**config.mk**
```make
export PLATFORM = sky130hd
export DESIGN_NAME = revaluate_engine
export DESIGN_NICKNAME = d
export VERILOG_FILES = /design/src/rtl/revaluate_engine.sv
export SDC_FILE = /design/constraint.sdc
export NUM_CORES = 1
export LEC_CHECK = 0
export ABC_AREA = 1
export CAP_MARGIN = 20
export CORE_UTILIZATION = 43
export DETAILED_ROUTE_END_ITERATION = 6
export PLACE_DENSITY = 0.67
export SKIP_CTS_REPAIR_TIMING = 1
export SLEW_MARGIN = 10
export SYNTH_ARGS = -nofsm -noshare
export SYNTH_HDL_FRONTEND = slang
export SYNTH_SLANG_ARGS = --single-unit
```
**constraint.sdc**
```tcl
create_clock -name clk -period 3.78 [get_ports clk]
set_input_delay 0.567 -clock clk [delete_from_list [all_inputs] [get_ports clk]]
set_output_delay 0.567 -clock clk [all_outputs]
set_load 0.02 [all_outputs]
```
**src/rtl/revaluate_engine.sv**
```systemverilog
// Chi-style nonlinear revaluation over a 5x5 plane of LANE_W-bit lanes, streamed 1 lane or 1 row per cycle.
// Optional iota step on lane (0,0) is enabled by defining REVAL_IOTA_EN.
module revaluate_engine #(
  parameter int LANE_W          = 1,
  parameter int LANES_PER_CYCLE = 1
) (
  input  logic                  clk,
  input  logic                  rst,
  input  logic [25*LANE_W-1:0]  in_data,
  input  logic                  in_valid,
`ifdef REVAL_IOTA_EN
  input  logic [LANE_W-1:0]     rc,
`endif
  output logic                  in_ready,
  output logic [25*LANE_W-1:0]  out_data,
  output logic                  out_valid,
  input  logic                  out_ready,
  output logic                  busy
);

  localparam int STATE_W = 25 * LANE_W;
  localparam int GROUP_W = LANES_PER_CYCLE * LANE_W;

  if (LANES_PER_CYCLE != 1 && LANES_PER_CYCLE != 5) begin : g_bad_lanes_per_cycle
    $error("revaluate_engine: LANES_PER_CYCLE must be 1 or 5");
  end

  typedef enum logic [1:0] {IDLE, RUN, DONE} state_t;

  state_t             state;
  logic [STATE_W-1:0] in_reg;
  logic [STATE_W-1:0] out_reg;
  logic [2:0]         row;
  logic [2:0]         col;
  logic               idle_q;
  logic [GROUP_W-1:0] group;
  logic               last_group;
`ifdef REVAL_IOTA_EN
  logic [LANE_W-1:0]  rc_reg;
`endif

  // Lane L = 5*y+x sits at the MSB end for L=0, matching the bus layout.
  function automatic logic [LANE_W-1:0] lane_of(input logic [STATE_W-1:0] s, input int x, input int y);
    return s[(24 - (5*y + x))*LANE_W +: LANE_W];
  endfunction

  function automatic logic [LANE_W-1:0] chi_lane(input logic [STATE_W-1:0] s, input int x, input int y);
    return lane_of(s, x, y) ^ (~lane_of(s, (x + 1) % 5, y) & lane_of(s, (x + 2) % 5, y));
  endfunction

  // NOTE: every signal written in always_comb gets a default first so no latch is inferred.
  always_comb begin
    group = '0;
    for (int i = 0; i < LANES_PER_CYCLE; i++) begin
      group[(LANES_PER_CYCLE-1-i)*LANE_W +: LANE_W] =
        chi_lane(in_reg, (LANES_PER_CYCLE == 1) ? int'(col) : i, int'(row));
    end
`ifdef REVAL_IOTA_EN
    // Lane (0,0) is always the most significant lane of its group.
    if (row == 3'd0 && col == 3'd0) begin
      group[GROUP_W-1 -: LANE_W] = group[GROUP_W-1 -: LANE_W] ^ rc_reg;
    end
`endif
  end

  assign last_group = (row == 3'd4) && (LANES_PER_CYCLE == 5 || col == 3'd4);
  assign in_ready   = idle_q & ~rst;
  assign out_data   = out_reg;

  // NOTE: state is updated only with non-blocking assignments so every register sees pre-edge values.
  always_ff @(posedge clk) begin
    if (rst) begin
      // NOTE: the wide data registers are reset too, since an abort must present out_data=0.
      state     <= IDLE;
      in_reg    <= '0;
      out_reg   <= '0;
      row       <= '0;
      col       <= '0;
      idle_q    <= 1'b1;
      busy      <= 1'b0;
      out_valid <= 1'b0;
`ifdef REVAL_IOTA_EN
      rc_reg    <= '0;
`endif
    end else begin
      case (state)
        IDLE: begin
          if (in_valid) begin
            in_reg <= in_data;
`ifdef REVAL_IOTA_EN
            rc_reg <= rc;
`endif
            row    <= '0;
            col    <= '0;
            state  <= RUN;
            idle_q <= 1'b0;
            busy   <= 1'b1;
          end
        end
        RUN: begin
          out_reg <= {out_reg[STATE_W-GROUP_W-1:0], group};
          if (last_group) begin
            row       <= '0;
            col       <= '0;
            state     <= DONE;
            busy      <= 1'b0;
            out_valid <= 1'b1;
          end else if (LANES_PER_CYCLE == 5 || col == 3'd4) begin
            col <= '0;
            row <= row + 3'd1;
          end else begin
            col <= col + 3'd1;
          end
        end
        DONE: begin
          if (out_ready) begin
            state     <= IDLE;
            out_valid <= 1'b0;
            idle_q    <= 1'b1;
          end
        end
        default: begin
          state     <= IDLE;
          idle_q    <= 1'b1;
          busy      <= 1'b0;
          out_valid <= 1'b0;
        end
      endcase
    end
  end

endmodule

```
* Yosys cells after proc, flatten, opt, wreduce, memory -nomap -nowiden
Index checks and enable logic that the tools add are counted.
Word-level totals: bits in registers 61, bits in latches 0, bits in writable memories 0, bits in read-only memories 0, bits of input ports 29, word-level logic and storage cells 70, memories 0
Operators by class: add/sub/neg operators 10, $mul 1, divide/modulo/power cells 2, $lt $le $gt $ge 0, eq/ne operators 8, shift-type cells 3, multiplexer cells 20, bitwise logic cells 8, reduce and logical (&&, ||, !) cells 10
Operators by type and width (count):
- 25-bit by 32-bit indexed part select with 1-bit output | 3
- 6-bit by 32-bit subtractor with 32-bit output, first input constant | 3
- 32-bit by 4-bit remainder unit with 32-bit output, second input constant | 2
- 32-bit adder | 1
- 32-bit by 4-bit adder with 32-bit output | 1
- 7-bit by 32-bit adder with 32-bit output | 1
- 3-bit 2-to-1 mux | 5
- 3-bit AND reduction | 5
- 3-bit one-hot mux with 2 select lines | 2
- 1-bit one-hot mux with 3 select lines | 3
- 3-bit by 1-bit adder with 3-bit output, second input constant | 2
- 3-bit equality test, second input constant | 2
- 3-bit by 3-bit multiplier with 6-bit output, first input constant | 1
- 1-bit 2-to-1 mux | 6
- 2-bit 2-to-1 mux | 3
- 2-bit != test, second input constant | 3
- 2-bit one-hot mux with 3 select lines | 1
- 1-bit inverter | 5
- 3-bit by 1-bit adder with 4-bit output, second input constant | 1
- 3-bit by 2-bit adder with 4-bit output, second input constant | 1
- 2-bit AND reduction | 2
- 3-bit != test, second input constant | 1
- 1-bit AND | 2
- 2-bit by 1-bit equality test with 1-bit output, second input constant | 1
- other kinds (5) | 5

* Longest topological paths before layout
word-level depth 8, gate-level depth with buffers 30, depth with buffers taken out 30

* Least setup slack after synthesis
OpenSTA, ideal clock, no wires.
kind reg-to-reg, start point register col[0], end point register out_reg[0] (netlist: out_data[0]), data arrival time 3810 ps, data required time 3671 ps, path slack -139 ps, stages on the path, launching flop included 29, clock period less this slack 3919 ps, path through dfxtp_1 > inv_1 > ha_1 > inv_1 > nand2_2 > ha_1 > inv_1 > nand2_1 > nand2_2 > nand4_4 > nand2_1 > xor2_1 > inv_1 > ha_1 > inv_1 > ha_1 > inv_1 > fa_1 > nand2_1 > nor3_1 > a21oi_1 > nand2_1 > nand2_1 > nor2_2 > nand3_2 > nand3_1 > nand3_1 > nand2_1 > inv_1
Between the ends: cells in the longest elaborated chain, start to end 8, elaborated cells on any way between the ends 16, classes of those cells 8 x add/sub; 2 x div; 3 x shift; 3 x bitwise
RTL lines:
- from (decl) | RTL line 34 | logic [2:0] col;
- from (signal assigned) | RTL line 112 | col <= col + 3'd1;
- 3-bit by 1-bit adder with 4-bit output | RTL line 48 | return lane_of(s, x, y) ^ (~lane_of(s, (x + 1) % 5, y) & lane_of(s, (x + 2) % 5, y));
- 32-bit by 4-bit remainder unit with 32-bit output | RTL line 48
- 32-bit adder | RTL line 44 | return s[(24 - (5*y + x))*LANE_W +: LANE_W];
- 6-bit by 32-bit subtractor with 32-bit output | RTL line 44
- 25-bit by 32-bit indexed part select with 1-bit output | RTL line 44
- 1-bit inverter | RTL line 48
- 1-bit AND | RTL line 48
- 1-bit bitwise XOR * | RTL line 48
- to (signal assigned) | RTL line 101 | out_reg <= {out_reg[STATE_W-GROUP_W-1:0], group};
- to (decl) | RTL line 32 | logic [STATE_W-1:0] out_reg;
Mark *: on every way between the ends. The rest lies on a longest branch, timed or not. A chain may end at the register's enable or synchronous reset.

* Worst setup path in the final report
Same ends and word-level chain as after synthesis.

==> implementation parameters <==
Parameter                              Value

Run status
  Outcome    complete, no violations

Die
  Die area    10500 µm²
  Ports    57
  Rows    36
  Starting utilization of the core area    44.5%
  Area of the core    9770 µm²
  Die Y-Extent    103 µm
  Die W    103 µm

STA
  Transition time at the pin with the least slew margin    0.947 ns
  Period Utilization, post-route    99.6%
  Headroom to the max-slew limit    36.8%
  Worst hold slack across all endpoints    0.461 ns
  Worst Skew    0.00793 ns
  Total count of hold-check failures in the final report    0
  Final Max Slew Viols    0
  Setup-violating endpoint count in the final report    0
  Highest clock rate    265 MHz
  Unrepaired setup endpoints after global routing    true
  Final min period    3.77 ns
  Setup slack after layout    0.0134 ns

Clock tree
  Worst-Skew Late Latency    0.34 ns
  Clock tree from TritonCTS    done
  H-tree levels    3
  Clock net sink count    61
  Maximum count of clock buffers along a single path    2
  Number of CTS-inserted buffers    9
  Clock slew at reported path FFs    0.07 ns
  Root buffer selected by CTS    clkbuf_8

Place
  Dpl hpwl    8770 µm
  Number of port buffers    56
  Pre-CTS WS    -0.126 ns
  RePlAce Congestion    0.921
  Instance count after placement with tap cells included    838

Pwr
  Worst IR Drop VDD    0.249 mV
  Total power density per cell area    373 nW/µm²
  Static leakage power    2.45 nW

GRT
  Total Routing Usage GR    22.9%
  Maximum number of pins on one net before global-route repair    48
  Vias in the first global route    4211
  Wire length of the first global-routing pass    19100 µm
  Overflow left after global routing    0
  Antenna violations before repair    0

Setup path
  Worst EP required    4.02 ns
  Source of the worst register-to-register timing path    col[0]$_SDFFE_PP0P_
  Cell with the largest stage delay on the worst path    fa_2
  Type of destination of the critical path    flip-flop
  Critical-path maximum fanout    5
  Worst Setup SP    col[0]$_SDFFE_PP0P_
  Largest stage delay on the critical path    0.60 ns
  Class of the most critical setup path    flip-flop to flip-flop
  Data arrival at the endpoint of the critical path    4.01 ns
  Critical path launch point type    flip-flop

Cells and area
  Sequential cell area    1230 µm²
  Fraction of final layout cells with drive strength greater than 1    12.6%
  Non-Filler Instances    858
  Net count reported at finish    795
  Area Growth Syn to Fin    25.7%
  Area of the multi-input gates    2760 µm²
  # fillers    957
  Diodes inserted    0

Synth
  Unique cell type count in the Yosys netlist    42
  Proportion of register bits with asynchronous set or reset after synthesis    0%
  Synth Instances    650
  Top-count cell post-synth    nand2_1
  Cells taking the most area after synthesis    dfxtp_1 28%, ha_1 12%, nand2_1 8.8%
  Cell taking the most area after synthesis    dfxtp_1
  Count of state elements after synthesis    61
  Synth cell count leaders    102 x nand2_1, 88 x inv_1, 68 x nor2_1
  Average cell area after synthesis    6.70 µm²
  Area share of the leading cell type in the synthesized netlist    28.0%
  Part of the Yosys area used for sequential elements    28.0%
  Top_reg_cell synth    dfxtp_1
  Net count after synthesis    724
  Synth Warn #    0
  EDFF count, synth    0
  Cell area after synthesis    4350 µm²

Drt
  Via-per-instance ratio    5.20
  DRC    0
  Per-cell routed wire length    13.4 µm
  Number of DRC violations after detailed-routing iteration 0    263
  Total length of routed wires    11500 µm
  TritonRoute pass-1 iters    5
  Overall via count from detail_route    4458
  Antenna-violating nets left    0

Worst hold path
  Hold Startpoint    busy$_SDFFE_PP0P_
  Type of the tightest min-delay check    flip-flop to flip-flop

Flow run
  Count of max-cap constraint violations    0
==> worst paths after layout <==
path                              endpoint  slack (ns)  depth (start not counted)
hold reg to reg          busy$_SDFFE_PP0P_        0.46                          2
setup / recovery  out_data[0]$_SDFFE_PP0P_        0.01                         27
setup reg to reg  out_data[0]$_SDFFE_PP0P_        0.01                         27
hold / removal           busy$_SDFFE_PP0P_        0.46                          2
==> cell families (layout without fill, tap and decap cells) <==
kind of cell	count (synthesis)	count (layout)	share of synthesized area [%]
buffers and inverters	120	195	10.7
flip-flops	61	61	28.0
adder cells (fa/ha/maj)	45	45	13.4
AND/OR/NAND/NOR	258	258	26.9
XOR/XNOR	7	7	1.41
AO/OA/AOI/OAI	159	159	19.5
==> critical path: cells and delay by family (launching register included) <==
| family | cells | cell delay (ns) |
|---|---|---|
| AND/OR/NAND/NOR | 15 | 1.37 |
| AO/OA/AOI/OAI | 1 | 0.08 |
| buffers and inverters | 6 | 0.41 |
| flip-flops | 1 | 0.38 |
| adder cells (fa/ha/maj) | 4 | 1.28 |
| XOR/XNOR | 1 | 0.14 |
==> area by class of cell <==
cell class | instances | area share, %
multi-input cells | 469 | 50.5
well taps | 133 | 3.04
flip-flops and latches | 61 | 22.5
repair buffers | 85 | 14.2
clock inverters | 2 | 0.640
inverters | 95 | 6.56
clock buffers | 13 | 2.54
==> layout by cell type, fill, tap and decap left out, types with 12 or more instances in the layout <==
master           synthesis  routed
clkdlybuf4s50_1          0      56
nand3_1                 53      53
o21ai_0                 67      67
buf_4                    1      29
nand2_1                102     100
ha_1                    42      35
dfxtp_1                 61      58
a21oi_1                 65      64
nor2_1                  68      66
o21ai_1                 12      12
inv_1                   88      83
==> per-stage QoR <==
stage | instance area (µm²) | power (mW) | TNS (ns) | util (%)
2_1_floorplan | 4360 | 1.25 | 0 | -
4_1_cts | 5340 | 2.01 | -0.171 | 54.6
5_1_grt | 5470 | 2.17 | -0.297 | 56.0
3_3_place_gp | 5160 | 1.46 | -0.0771 | 52.8
3_5_place_dp | 5160 | 1.47 | -0.126 | 52.8
6_report | 5470 | 2.04 | 0 | 56.0
==> per-layer routing <==
layer / global-route usage, % / wire, µm / up-vias
li1: - / - / 2275
met1: 30.1 / 5280 / 2050
met2: 37.6 / 5260 / 120
met3: 4.54 / 773 / 13
met4: 7.47 / 135 / 0
met5: 0 / 0 / -
==> report_power, final <==
group	leakage, nW	total (mW)	switching, mW	internal (mW)
logic	1.86	0.772	0.458	0.314
registers	0.505	0.730	0.0360	0.694
clock network	0.0875	0.540	0.239	0.301
Power figures use the tool's default switching activity.
==> RTL change (same flow settings) <==
Add a define of `REVAL_IOTA_EN`.
--- a/src/rtl/revaluate_engine.sv
+++ b/src/rtl/revaluate_engine.sv
@@ -1,4 +1,6 @@
 // Chi-style nonlinear revaluation over a 5x5 plane of LANE_W-bit lanes, streamed 1 lane or 1 row per cycle.
 // Optional iota step on lane (0,0) is enabled by defining REVAL_IOTA_EN.
+`define REVAL_IOTA_EN
+
 module revaluate_engine #(
   parameter int LANE_W          = 1,
Interface: changed (added rc); port bits go from 57 to 58. No check against the original RTL was run, so the function may have changed too.
==> RTL change against the unedited design <==
The run now ends with setup timing left. Final area is 7.0% higher. Setup slack worse by 30 ps. Wire length is 4.8% higher. First-iteration DRC count is 5.3% lower. Sequential cell count is 1 higher. Die area is 2.4% higher. Power is 30% higher. Synthesized area is 2.4% higher.
==> RTL change: results (changes against the unedited design) <==
| Metric | Value |
|---|---|
| Combinational power | `1.19 mW (+54%)` |
| Signal buffers share of area | `15.6% (+1.4 points)` |
| Pleak | `2.59 nW (+5.7%)` |
| Reg2reg path depth | `30 (+11%)` |
| Synth Net Count | `729 (+0.69%)` |
| Final setup skew | `9.01 ps (+1.08 ps)` |
| Placed cell area | `0.00543 sq mm (+5.1%)` |
| Final setup violating endpoints | `1 (+1)` |
| Synth unique cells | `38 (-9.5%)` |
| Met1 Wirelength | `5550 um (+5.0%)` |
| CP peak stage delay | `570 ps (-30 ps)` |
| Port Buffers | `57 (+1.8%)` |
| Inverters | `87 (-8.4%)` |
| Global-route wire length before repair | `19700 um (+2.9%)` |
| Util after Layout | `59.1% (+3.1 points)` |
| Nets@finish | `814 (+2.4%)` |
| Avg Inst Size Synth | `6.84 sq um (+2.1%)` |
| Sequential cell area share | `21.3% (-1.2 points)` |
| DPL Wire Length | `9000 um (+2.6%)` |
| Met1 usage | `29.2% (-0.89 points)` |
| WL per Instance | `13.7 um (+2.9%)` |
| Synthesized flop and latch total | `62 (+1.6%)` |
| Worst slew margin | `68.5% (+32 points)` |
| GP Congestion | `0.933 (+1.3%)` |
| Logic pwr share | `44.5% (+6.7 points)` |
| Register area share after synthesis | `27.8% (-0.22 points)` |
| Largest net degree at the start of global routing | `43 (-10%)` |
| Placed insts | `855 (+2.0%)` |
| Gr usage total | `22.2% (-0.75 points)` |
| Met3 GRT Util | `4.07% (-0.47 points)` |
| Met3 wire length | `639 um (-17%)` |
| DR vias | `4542 (+1.9%)` |
| Top cells by area, synth | `dfxtp_1 (28%), ha_1 (12%), o21ai_0 (10%), nor2_1 (8.5%), inv_1 (6.6%)` |
| Comb_multi_in | `478 (+1.9%)` |
| CP Max Fanout | `4 (-1)` |
| Top post-synthesis cells by count | `nor2_1 (101), o21ai_0 (92), inv_1 (78)` |
| Hold_sp | `idle_q` |
| Outcome | `complete, but fails checks` |
| Layout Cells excl Fill | `874 (+1.9%)` |
| CLK BUF | `11 (-2)` |
| Hold Path Depth | `2 (unchanged)` |
| Synth async-reset ratio | `0% (unchanged)` |
| Switching Share | `38.3% (+2.5 points)` |
| Worst EP arrival | `4030 ps (+20 ps)` |
| WL met2 | `5690 um (+8.1%)` |
| Reg-to-reg startpoint | `col[1]` |
| Non-Clock Buffer Count | `99 (+16%)` |
| Layout cells sized above 1 | `17.8% (+5.3 points)` |
| WHS | `475 ps (+13.7 ps)` |
| Initial DRC count | `249 (-5.3%)` |
| VDD IR-drop max | `0.000293 V (+18%)` |
| DP Worst Slack | `-176 ps (-50.0 ps)` |
| ClkCell Share | `3.78% (+0.60 points)` |
| Seq power | `818 uW (+12%)` |
| Failing checks | `setup timing` |
| Layout fillers | `937 (-2.1%)` |
| Met2 Use GR | `36.8% (-0.88 points)` |
| Vias in the first global route | `4237 (+0.62%)` |
| Slack of the critical path | `-16.1 ps (-29.6 ps)` |
| Multi-input combinational area share | `50.5% (+0.054 points)` |
[RTL change: cell count changes in the layout (fill, tap and decap cells not counted), sizes merged, moves of 3 or more]
cell | before | now
nor2 | 70 | 105
nand2 | 113 | 79
o21ai | 79 | 94
buf | 29 | 42
inv | 94 | 86
a21oi | 65 | 59
nand3 | 55 | 49
a31oi | 1 | 4
nand4 | 7 | 4
nor4 | 0 | 3
or2 | 4 | 1
xnor2 | 3 | 6
[RTL change: kinds of logic (layout without fill, tap and decap cells)]
family,count (synthesis),count (layout),share of synthesized area [%]
DFF,62,62,27.8
and+or+nand+nor,249,249,25.8
buffers and inverters,112,201,10.1
adders and majority gates,47,47,13.7
AOI/OAI and AO/OA,170,170,20.2
xor gates and xnor gates,12,12,2.36
[RTL change: critical path, delay by kind of cell, from the launching register on]
family | cells | cell delay (ps)
simple gates | 12 | 820
buf+inv | 9 | 460
xor+xnor | 1 | 160
compound gates | 2 | 200
fa+ha+maj | 6 | 1620
flops | 1 | 390
